### src/rtl/led_status_pkg.sv
// Shared types and helpers for the multi-channel LED pattern engine.
// Link-speed decode is only used when F9_LED_LINKSPEED_EN is defined.
package led_status_pkg;

  localparam int LED_MODE_W = 3;

  typedef enum logic [2:0] {
    LED_OFF    = 3'd0,
    LED_ON     = 3'd1,
    LED_SLOW   = 3'd2,
    LED_FAST   = 3'd3,
    LED_BREATH = 3'd4,
    LED_ACT    = 3'd5,
    LED_LINK   = 3'd6,
    LED_RSVD   = 3'd7
  } led_mode_e;

  function automatic int cnt_w(input int n);
    return (n > 1) ? $clog2(n) : 1;
  endfunction

  // 1G solid, 100M breathing, 10M slow blink, no link dark
  function automatic led_mode_e led_link_decode(
    input logic [1:0] st
  );
    led_mode_e m;
    unique case (st)
      2'b10:   m = LED_ON;
      2'b01:   m = LED_BREATH;
      2'b11:   m = LED_SLOW;
      default: m = LED_OFF;
    endcase
    return m;
  endfunction

endpackage

### src/rtl/led_status_engine_act.sv
// Per-channel activity stretcher: a strobe keeps the LED lit
// for STRETCH_T prescaler ticks.
module led_act_stretch
  import led_status_pkg::*;
#(
  parameter int STRETCH_T = 50
) (
  input  logic sys_clk,
  input  logic sys_reset_n,
  input  logic tick,
  input  logic act,
  output logic lit
);

  localparam int CW = cnt_w(STRETCH_T + 1);
  localparam logic [CW-1:0] RELOAD = CW'(STRETCH_T);

  logic [CW-1:0] cnt_q;
  logic [CW-1:0] cnt_d;

  // a fresh strobe outranks a coincident tick
  always_comb begin
    cnt_d = cnt_q;
    if (act) begin
      cnt_d = RELOAD;
    end else if (tick && (cnt_q != '0)) begin
      cnt_d = cnt_q - 1'b1;
    end
  end

  always_ff @(posedge sys_clk or negedge sys_reset_n) begin
    if (!sys_reset_n) begin
      cnt_q <= '0;
    end else begin
      cnt_q <= cnt_d;
    end
  end

  assign lit = (cnt_q != '0);

endmodule

### src/rtl/led_status_engine.sv
// Multi-channel LED pattern generator sharing one prescaler.
// Define F9_LED_LINKSPEED_EN to add link_st_in and mode 6 LINK.
module led_status_engine
  import led_status_pkg::*;
#(
  parameter int CH_COUNT       = 8,
  parameter int CLK_FREQ_HZ    = 100_000_000,
  parameter int TICK_HZ        = 1000,
  parameter int BLINK_SLOW_T   = 335,
  parameter int BLINK_FAST_T   = 84,
  parameter int PWM_BITS       = 8,
  parameter int BREATH_STEP_T  = 4,
  parameter int ACT_STRETCH_T  = 50,
  parameter int LED_ACTIVE_LOW = 1
) (
  input  logic                           sys_clk,
  input  logic                           sys_reset_n,
  input  logic [CH_COUNT*LED_MODE_W-1:0] mode_in,
  input  logic [CH_COUNT-1:0]            act_in,
`ifdef F9_LED_LINKSPEED_EN
  input  logic [CH_COUNT*2-1:0]          link_st_in,
`endif
  output logic [CH_COUNT-1:0]            led_out,
  output logic                           tick_out
);

  localparam int DIV    = CLK_FREQ_HZ / TICK_HZ;
  localparam int PRE_W  = cnt_w(DIV);
  localparam int SLOW_W = cnt_w(BLINK_SLOW_T);
  localparam int FAST_W = cnt_w(BLINK_FAST_T);
  localparam int STEP_W = cnt_w(BREATH_STEP_T);
  localparam logic POL  = (LED_ACTIVE_LOW != 0);

  localparam logic [PWM_BITS-1:0] LVL_MAX = '1;
  localparam logic [PWM_BITS-1:0] PWM_TOP = LVL_MAX - 1'b1;

  if (DIV < 2) begin : g_bad_div
    $error("led_status_engine: CLK_FREQ_HZ/TICK_HZ must be >= 2");
  end
  if (CH_COUNT < 1 || CH_COUNT > 32) begin : g_bad_ch
    $error("led_status_engine: CH_COUNT must be 1..32");
  end

  logic [PRE_W-1:0]    pre_q, pre_d;
  logic                tick_q, tick_d;
  logic [SLOW_W-1:0]   slow_cnt_q, slow_cnt_d;
  logic                slow_ph_q, slow_ph_d;
  logic [FAST_W-1:0]   fast_cnt_q, fast_cnt_d;
  logic                fast_ph_q, fast_ph_d;
  logic [STEP_W-1:0]   step_cnt_q, step_cnt_d;
  logic [PWM_BITS-1:0] level_q, level_d;
  logic                dir_dn_q, dir_dn_d;
  logic [PWM_BITS-1:0] pwm_q, pwm_d;
  logic [CH_COUNT-1:0] led_q, led_d;
  logic [CH_COUNT-1:0] lit;
  logic                breath_lit;

  always_comb begin
    pre_d  = pre_q + PRE_W'(1);
    tick_d = 1'b0;
    if (pre_q == PRE_W'(DIV - 1)) begin
      pre_d  = '0;
      tick_d = 1'b1;
    end
  end

  always_comb begin
    slow_cnt_d = slow_cnt_q;
    slow_ph_d  = slow_ph_q;
    fast_cnt_d = fast_cnt_q;
    fast_ph_d  = fast_ph_q;
    if (tick_q) begin
      if (slow_cnt_q == SLOW_W'(BLINK_SLOW_T - 1)) begin
        slow_cnt_d = '0;
        slow_ph_d  = ~slow_ph_q;
      end else begin
        slow_cnt_d = slow_cnt_q + SLOW_W'(1);
      end
      if (fast_cnt_q == FAST_W'(BLINK_FAST_T - 1)) begin
        fast_cnt_d = '0;
        fast_ph_d  = ~fast_ph_q;
      end else begin
        fast_cnt_d = fast_cnt_q + FAST_W'(1);
      end
    end
  end

  // direction flips on the step that lands on an endpoint
  always_comb begin
    step_cnt_d = step_cnt_q;
    level_d    = level_q;
    dir_dn_d   = dir_dn_q;
    pwm_d      = (pwm_q == PWM_TOP) ? '0 : pwm_q + 1'b1;
    if (tick_q) begin
      if (step_cnt_q == STEP_W'(BREATH_STEP_T - 1)) begin
        step_cnt_d = '0;
        if (!dir_dn_q) begin
          level_d = level_q + 1'b1;
          if (level_q == LVL_MAX - 1'b1) begin
            dir_dn_d = 1'b1;
          end
        end else begin
          level_d = level_q - 1'b1;
          if (level_q == PWM_BITS'(1)) begin
            dir_dn_d = 1'b0;
          end
        end
      end else begin
        step_cnt_d = step_cnt_q + STEP_W'(1);
      end
    end
  end

  assign breath_lit = (pwm_q < level_q);

  for (genvar g = 0; g < CH_COUNT; g++) begin : g_ch
    led_mode_e md;
    logic      act_lit;
    logic      ch_lit;

    led_act_stretch #(
      .STRETCH_T(ACT_STRETCH_T)
    ) u_act (
      .sys_clk    (sys_clk),
      .sys_reset_n(sys_reset_n),
      .tick       (tick_q),
      .act        (act_in[g]),
      .lit        (act_lit)
    );

    always_comb begin
      md = led_mode_e'(mode_in[LED_MODE_W*g +: LED_MODE_W]);
`ifdef F9_LED_LINKSPEED_EN
      if (md == LED_LINK) begin
        md = led_link_decode(link_st_in[2*g +: 2]);
      end
`endif
      unique case (md)
        LED_ON:     ch_lit = 1'b1;
        LED_SLOW:   ch_lit = slow_ph_q;
        LED_FAST:   ch_lit = fast_ph_q;
        LED_BREATH: ch_lit = breath_lit;
        LED_ACT:    ch_lit = act_lit;
        default:    ch_lit = 1'b0;
      endcase
    end

    assign lit[g] = ch_lit;
  end

  assign led_d = lit ^ {CH_COUNT{POL}};

  always_ff @(posedge sys_clk or negedge sys_reset_n) begin
    if (!sys_reset_n) begin
      pre_q      <= '0;
      tick_q     <= 1'b0;
      slow_cnt_q <= '0;
      slow_ph_q  <= 1'b0;
      fast_cnt_q <= '0;
      fast_ph_q  <= 1'b0;
      step_cnt_q <= '0;
      level_q    <= '0;
      dir_dn_q   <= 1'b0;
      pwm_q      <= '0;
      led_q      <= {CH_COUNT{POL}};
    end else begin
      pre_q      <= pre_d;
      tick_q     <= tick_d;
      slow_cnt_q <= slow_cnt_d;
      slow_ph_q  <= slow_ph_d;
      fast_cnt_q <= fast_cnt_d;
      fast_ph_q  <= fast_ph_d;
      step_cnt_q <= step_cnt_d;
      level_q    <= level_d;
      dir_dn_q   <= dir_dn_d;
      pwm_q      <= pwm_d;
      led_q      <= led_d;
    end
  end

  assign led_out  = led_q;
  assign tick_out = tick_q;

endmodule

### config.mk
export PLATFORM = sky130hd
export DESIGN_NAME = led_status_engine
export DESIGN_NICKNAME = d
export VERILOG_FILES = /design/src/rtl/led_status_pkg.sv /design/src/rtl/led_status_engine_act.sv /design/src/rtl/led_status_engine.sv
export SDC_FILE = /design/constraint.sdc
export NUM_CORES = 1
export LEC_CHECK = 0
export ABC_AREA = 1
export CAP_MARGIN = 10
export CORE_UTILIZATION = 52
export DETAILED_ROUTE_END_ITERATION = 10
export GPL_TIMING_DRIVEN = 0
export PLACE_DENSITY = 0.72
export SYNTH_ARGS = -nofsm -noshare
export SYNTH_HDL_FRONTEND = slang
export SYNTH_SLANG_ARGS = --single-unit
export TNS_END_PERCENT = 100
### constraint.sdc
create_clock -name sys_clk -period 2.32 [get_ports sys_clk]
set_clock_uncertainty 0.1 [all_clocks]
set_input_delay 0.58 -clock sys_clk [delete_from_list [all_inputs] [get_ports sys_clk]]
set_output_delay 0.58 -clock sys_clk [all_outputs]
set_load 0.05 [all_outputs]
# ---- After elaboration in Yosys (flattened, before gate mapping)
# Cells that the tools add are included.
dict set report totals {
  reg_bits 111
  latch_bits 0
  ram_bits 0
  romBits 0
  inputBits 34
  out_inout_bits 9
  mem_count 0
}
dict set report classes {
  addsub 15
  n_mul 0
  div_mod_pow 0
  order_cmp 1
  n_eq_ne 47
  n_shift 0
  mux 34
  n_bitwise 3
  reduce_logical 27
}
# cell count
set ops {}
lappend ops {{$mux 6} 16}
lappend ops {{$eq 3x2->1 const B} 16}
lappend ops {{$eq 3x3->1 const B} 16}
lappend ops {{$reduce_bool 6->1} 8}
lappend ops {{$sub 6x1->6 const B} 8}
lappend ops {{$pmux 1 s5} 8}
lappend ops {{$eq 3x1->1 const B} 8}
lappend ops {{$add 17x1->17 const B} 1}
lappend ops {{$eq 17x17->1 const B} 1}
lappend ops {{$mux 17} 1}
lappend ops {{$add 8x1->8 const B} 2}
lappend ops {{$eq 8x8->1 const B} 2}
lappend ops {{$mux 8} 2}
lappend ops {{$reduce_bool 2->1} 8}
lappend ops {{$add 9x1->9 const B} 1}
lappend ops {{$eq 9x9->1 const B} 1}
lappend ops {{$mux 9} 1}
lappend ops {{$eq 8x1->1 const B} 1}
lappend ops {{$logic_and 1x1->1} 8}
lappend ops {{$lt 8x8->1} 1}
lappend ops {{$not 8->8} 1}
lappend ops {{$sub 8x1->8 const B} 1}
lappend ops {{$add 7x1->7 const B} 1}
lappend ops {{$eq 7x7->1 const B} 1}
lappend ops {{7 further kinds} 13}

# ---- Logic depth before layout (Yosys ltp)
dict set report depth {
  depth_word 4
  depth_mapped 10
}

# ---- Hierarchy
# From an unflattened synthesis, not the netlist that was laid out.
dict set report unflattened {
  hier_cells 888
  area_unflattened_um2 6961.7
}
# mod n_inst cells_per_inst area_each_um2 seq_area_each_um2
set modules_own_cells {}
lappend modules_own_cells {led_status_engine 1 472 3688.5 1586.5}
lappend modules_own_cells {led_act_stretch 8 52 409.1 150.1}

# ---- Worst setup path after synthesis
# No wires, ideal clock.
dict set report synth_timing {
  kind {register to register}
  start {reg tick_q (netlist: tick_out)}
  end {reg level_q[6]}
  arrival_ns 1.449
  required_time_ns 2.095
  setup_slack_ns 0.646
  path_stages_with_launch 7
  path_buffers 1
  period_less_slack_ns 1.674
  cell_sequence {dfrtp_1 buf_2 nand2_1 nor2_1 o21a_1 nand3_1 xor2_1}
}
dict set report synth_between {
  elab_chain_len 1
}
# item line
set synth_lines {}
lappend synth_lines {{start, declared} led_status_engine.sv:45} ;# logic tick_q, tick_d;
lappend synth_lines {{start signal, assigned} led_status_engine.sv:168} ;# tick_q <= tick_d;
lappend synth_lines {{$reduce_and 2->1 (no source line)} n/a}
lappend synth_lines {{end signal, assigned} led_status_engine.sv:174} ;# level_q <= level_d;
lappend synth_lines {{end, declared} led_status_engine.sv:51} ;# logic [PWM_BITS-1:0] level_q, level_d;
# Every way passes these cells.
# A chain may end at the register's enable or synchronous reset.

# ---- Final worst setup path
dict set report layout_timing {
  start {reg tick_q (netlist: tick_out)}
  end {out tick_out}
}
# item line
set layout_rtl {}
lappend layout_rtl {{end, declared} led_status_engine.sv:24} ;# output logic tick_out
# No word-level cell between the ends.

==> results.md <==
- Cell type contributing the most total cell area after synthesis: sky130_fd_sc_hd__dfrtp_1
- Post-route cell area: 7400 um2
- Slew Viols, Final: 0
- H-tree depth reported by CTS: 3
- Critical Path Source Type: flop
- CP startpoint: tick_out
- Area added between synthesis and finish: 14.4%
- Mean routed wirelength per cell: 12.7 um
- Total congestion overflow after global routing: 0
- Part of the power in the clock network: 0.375
- Crit path cell chain: clkdlybuf4s50_1
- Ant. Diodes: 0
- Initial DRC Count: 311
- Vias in the first global route: 5,227
- Largest net degree at the start of global routing: 67
- Top-count cell post-synth: sky130_fd_sc_hd__nand2_1
- I/O pins: 43
- Site row count: 40
- Clk slew on worst S/H paths: 0.07 ns
- Commonest cells in the netlist: sky130_fd_sc_hd__nand2_1 (181), sky130_fd_sc_hd__inv_1 (126), sky130_fd_sc_hd__dfrtp_1 (103)
- Overall routed net length: 13,300 um
- Worst skew pair latency: 0.35 ns
- MaxCap Viol Count: 0
- Number of cells upsized or downsized after cts: 8
- Proportion of synthesized chip area in sequential cells: 0.431
- Aggregate global-route resource usage: 0.222
- RSZ-0062 raised after global routing: false
- FF+latch count, synth: 111
- Worst slew margin relative to its limit: 0.428
- Reg area: 2790 um2
- Area taken by multi-input logic gates: 3180 um2
- Remaining antenna violation count after routing: 0
- Switching power as a share of total power: 0.256
- Proportion of power drawn by flip-flops and latches: 0.511
- Count of buffers added by post-CTS timing repair for setup: 0
- Floorplan die height: 114 um
- Area contributors post-synth: sky130_fd_sc_hd__dfrtp_1 (40%), sky130_fd_sc_hd__nand2_1 (11%), sky130_fd_sc_hd__inv_1 (7.3%), sky130_fd_sc_hd__ha_1 (6.6%), sky130_fd_sc_hd__nand3_1 (5.6%)
- Maximum vdd ir drop: 0.000477 V
- Total power per unit cell area: 542 nW/um2
- X dimension of the die: 114 um
- First-pass DRT Iterations: 5
- Nature of the critical path endpoint: primary output
- Final cycle utilization of the critical path: 0.955
- Filler cell count in the final layout: 1,071
- Required time at the endpoint of the critical path: 1.64 ns
- Result of the run: finished, final reports clean
- Detailed-placement wirelength estimate: 9910 um
- Layout Nets: 941
- Pwr Total: 0.00401 W
- Clk buf depth: 2
- Worst setup slack before clock tree synthesis: 0.311 ns
- Fraction of registers with async set or reset after synthesis: 1.00
- Leakage power figure: 3.67 nW
- Mean Syn Cell Area: 7.90 um2
- Hold Violations, Final: 0
- Count of final setup violators: 0
- Highest net fanout along the worst path: 2
- Switching power: 0.00103 W
- Fraction of layout instances using a drive strength above 1: 0.0490
- Clock tree from TritonCTS: done
- Via total after detailed routing: 5,428
- Starting Density: 0.536
- Die Footprint: 12,900 um2
- Input/output buffers: 42
- Worst flop-to-flop path startpoint: level_q[2]
- Cell Area, Synth: 6470 um2
- Wire length of the first global-routing pass: 23,000 um
- RD Place Congestion: 0.872
- Signal arrival time at the worst endpoint: 1.53 ns
- Worst-path cell with the longest stage delay: sky130_fd_sc_hd__clkdlybuf4s50_1
- Number of vias per cell: 5.19
- Number of enable-type register cells in the synthesized netlist: 0
- Cts hold-fix bufs: 0
- Post-layout minimum cycle time: 2.21 ns
- Instance count of the mapped netlist: 819
- Dpl cell area: 7120 um2
- Slew at the pin closest to its max-slew limit: 0.857 ns
- Final critical-path setup slack: 0.105 ns
- Syn_nets: 887
- Kind of critical path: flop to primary output
- Root buffer cell: sky130_fd_sc_hd__clkbuf_16
- Combinational share of power: 0.115
- Kind of path behind the tightest hold check: input port to asynchronous set/reset pin
- Number of buffers and inverters on the critical path: 1
- Int Pwr: 0.00298 W
- Leading register cell type out of synthesis: sky130_fd_sc_hd__dfrtp_1
- Top delay family on crit path: buffers and inverters
- Distinct cell type count after synthesis: 34
- Post-synth top area share: 0.398
- Peak per-stage delay on the critical path: 0.81 ns
- Maximum frequency from static timing analysis: 0.452 GHz
- Number of antenna violations at the first check in global routing: 0
- Total DRC errors in the routed layout: 0
- Total clock sinks: 111
- Num CTS Buffers: 9
- Area of the placeable core: 12,100 um2
- Synth Warn #: 0
## registers in the layout (all words and copies together) (netlist names)
name	cells
fast_ph_q	1
step_cnt_q	2
pre_q	17
tick_out	1
dir_dn_q	1
g_ch.u_act.cnt_q	48
pwm_q	8
slow_cnt_q	9
level_q	8
slow_ph_q	1
fast_cnt_q	7
led_out	8
## cells by family (layout without fill, tap and decap cells)
group,count (synthesis),in the layout,share of synthesized area
AO/OA/AOI/OAI,105,105,0.0899
buffers and inverters,132,191,0.0778
XOR/XNOR,48,48,0.0650
adder cells (fa/ha/maj),34,34,0.0658
flip-flops,111,111,0.431
AND/OR/NAND/NOR,389,389,0.271
## cell type report
class                   count  share of cell area
clock buffers              13              0.0352
flip-flops and latches    111               0.377
clock inverters             3             0.00338
well taps                 168              0.0284
plain buffers               4             0.00304
repair buffers             43              0.0588
inverters                 128              0.0649
multi-input cells         576               0.429
## power by group through the flow
stage          combinational (W)  sequential (W)  clock, W
6_report                0.000459         0.00205   0.00150
5_1_grt                 0.000527         0.00206   0.00161
4_1_cts                 0.000463         0.00205   0.00156
3_5_place_dp            0.000467         0.00208         0
3_3_place_gp            0.000441         0.00208         0
2_1_floorplan           0.000254         0.00210         0
## routing by layer
layer / GRT usage / vias up / wire, um
met1: 0.275 / 2569 / 6030
met3: 0.0425 / 13 / 410
met4: 0.0693 / 0 / 163
met5: 0 / - / 0
li1: - / 2754 / -
met2: 0.389 / 92 / 6700
## path summary, 6_finish.rpt
| kind | end | slack, ns | depth (start not counted) |
|---|---|---|---|
| max | tick_out | 0.11 | 1 |
| min | g_ch[2].u_act.cnt_q[4] | 0.22 | 1 |
| max reg2reg | led_out[0] | 0.55 | 10 |
| min reg2reg | g_ch[7].u_act.cnt_q[5] | 0.38 | 2 |
| max in group asynchronous | led_out[5] | 1.10 | 2 |
| min in group sys_clk | g_ch[7].u_act.cnt_q[5] | 0.38 | 2 |
## per-stage QoR
step           setup TNS, ns  utilization  std cells  hold slack (ns)
5_1_grt                    0        0.613       1046            0.299
4_1_cts                    0        0.613       1046            0.261
2_1_floorplan              0            -        819            0.184
3_3_place_gp         -403.88        0.589       1029            0.358
6_report                   0        0.613       1046            0.225
3_5_place_dp               0        0.591       1030            0.369
## cell usage in the layout, fill, tap and decap left out, drive strengths merged, types with 5 or more instances in the layout
cell type and count:
o21ai 63, nand3b 6, ha 34, xor2 38
nand2 184, clkdlybuf4s50 33, nand4 19, o31ai 7
clkbuf 13, nand3 74, buf 6, a21oi 19
dfstp 8, dfrtp 103, inv 129, o211ai 5
nor2 82, nor3 17, xnor2 10, a22oi 7
dlygate4sd2 8
No activity file was read; power rests on OpenSTA's default activity.
==> RTL change (same flow settings) <==
Compare `fast_cnt_q` against `FAST_W'(BLINK_FAST_T - 1)` with >= in place of ==.
--- a/src/rtl/led_status_engine.sv
+++ b/src/rtl/led_status_engine.sv
@@ -77,5 +77,5 @@
         slow_cnt_d = slow_cnt_q + SLOW_W'(1);
       end
-      if (fast_cnt_q == FAST_W'(BLINK_FAST_T - 1)) begin
+      if (fast_cnt_q >= FAST_W'(BLINK_FAST_T - 1)) begin
         fast_cnt_d = '0;
         fast_ph_d  = ~fast_ph_q;
Formal check against the unedited RTL: same outputs for any inputs over 10 cycles, from zero or initial values and one cycle with sys_reset_n low; that may be too few to reach the edited logic, so the function may still have changed.
==> RTL change against the original RTL <==
  * Worst setup slack improved by 0.011 ns
  * Via count increased by 1.5%
  * Routed wire length decreased by 1.3%
  * Power increased by 1.9%
  * Clock power increased by 8%
  * Critical path depth unchanged
  * Sequential share of layout area decreased by 0.070 points
  * Final area increased by 0.19%
  * Synthesized area decreased by 0.35%
  * Sequential cell count unchanged
==> RTL change: results (changes against the original RTL) <==
Total GRT Usage=21.9% (was 22.2%); pre-CTS setup slack=0.345 ns (was 0.311 ns); largest net degree at the start of global routing=68 (was 67); layout cell share with drive strength beyond 1=6.27% (was 4.90%); average size of a mapped cell=7.88 um2 (was 7.90 um2); gp weighted congestion=0.879 (was 0.872); register area share after synthesis=43.2% (was 43.1%); Synth area leaders=dfrtp_1, nand2_1, ha_1 (was dfrtp_1, nand2_1, inv_1); Worst-path clk slew=0.07 ns (about the same); dpl cell area=7110 um2 (was 7120 um2); nets=940 (was 941); drt initial violations=411 (was 311); list of most frequent post-synthesis cells=nand2_1, inv_1, dfrtp_1, nor2_1, nand3_1 (unchanged); Post-Route WL=13100 um (was 13300 um); Slew @ Worst Pin=0.492 ns (was 0.857 ns); Int Power=0.00307 W (was 0.00298 W); XOR/XNOR share of the synthesized area=6.66% (was 6.50%); Worst VDD drop=345 uV (was 477 uV); P_leak=3.54 nW (was 3.67 nW); hpwl dp=9760 um (was 9910 um); FILL cells=1065 (was 1071); Synth Area in Adders=6.60% (was 6.58%); postcts setup bufs=0 (unchanged); status=complete, no violations (unchanged); vias in the first global route=5281 (was 5227); first-pass GRT wire length=22700 um (was 23000 um); htree depth=3 (unchanged); post-synthesis compound-gate area fraction=9.06% (was 8.99%)
RTL change: cell types whose count changed in the layout (fill, tap and decap cells not counted), sizes merged, moves of 4 or more:
cell,unedited run,this run
inv,129,117
nand2,184,178
nor2,82,96
xnor2,10,14
RTL change: power by group through the flow:
stage | Combinational (W) | Sequential, W | Clock, W
after floorplan | 0.000229 | 0.00209 | 0
after global placement | 0.000417 | 0.00207 | 0
after detailed placement | 0.000442 | 0.00207 | 0
after CTS | 0.000438 | 0.00203 | 0.00167
after global routing | 0.000492 | 0.00203 | 0.00173
final | 0.000432 | 0.00203 | 0.00162
RTL change: cells by family (layout without fill, tap and decap cells):
group | after synthesis | after routing
AOI/OAI and AO/OA | 105 | 105
DFF | 111 | 111
and+or+nand+nor | 398 | 398
xor gates and xnor gates | 49 | 49
buffers and inverters | 121 | 180
adders and majority gates | 34 | 34
RTL change: area by class of cell:
cell class                 instances  area share, %
clock inverter                     5          0.878
inverter                         117           5.92
buffer                             4          0.371
tap                              168           2.84
sequential                       111           37.6
timing repair buffer              43           5.92
clock buffer                      11           3.41
multi-input combinational        586           43.1
RTL change: stage by stage:
| stage | power [W] | util [%] | hold slack [ns] | std cells |
|---|---|---|---|---|
| detailed placement | 0.00251 | 58.9 | 0.369 | 1029 |
| floorplan | 0.00232 | - | 0.184 | 818 |
| finish | 0.00409 | 61.5 | 0.0319 | 1045 |
| CTS | 0.00414 | 61.5 | 0.0496 | 1045 |
| global route | 0.00426 | 61.5 | 0.0675 | 1045 |
| global placement | 0.00248 | 58.7 | 0.357 | 1028 |
RTL change: worst paths after layout:
path / start / endpoint / slack [ns] / cells after the start
worst max-delay path: tick_out / tick_out / 0.12 / 1
worst min register to register: step_cnt_q[0] / step_cnt_q[0] / 0.38 / 1
max in group asynchronous: sys_reset_n / led_out[7] / 1.39 / 2
worst min-delay path: sys_reset_n / g_ch[1].u_act.cnt_q[4] / 0.03 / 1
min in group sys_clk: step_cnt_q[0] / step_cnt_q[0] / 0.38 / 1
worst max register to register: level_q[5] / led_out[4] / 0.57 / 7
RTL change: per-layer routing:
| layer | vias to the layer above | global-route usage [%] | share of wire (%) |
|---|---|---|---|
| li1 | 2763 | - | - |
| met4 | 0 | 5.88 | 0.83 |
| met2 | 134 | 39.0 | 49 |
| met5 | - | 0 | 0 |
| met3 | 9 | 4.93 | 4.5 |
| met1 | 2604 | 26.7 | 45 |
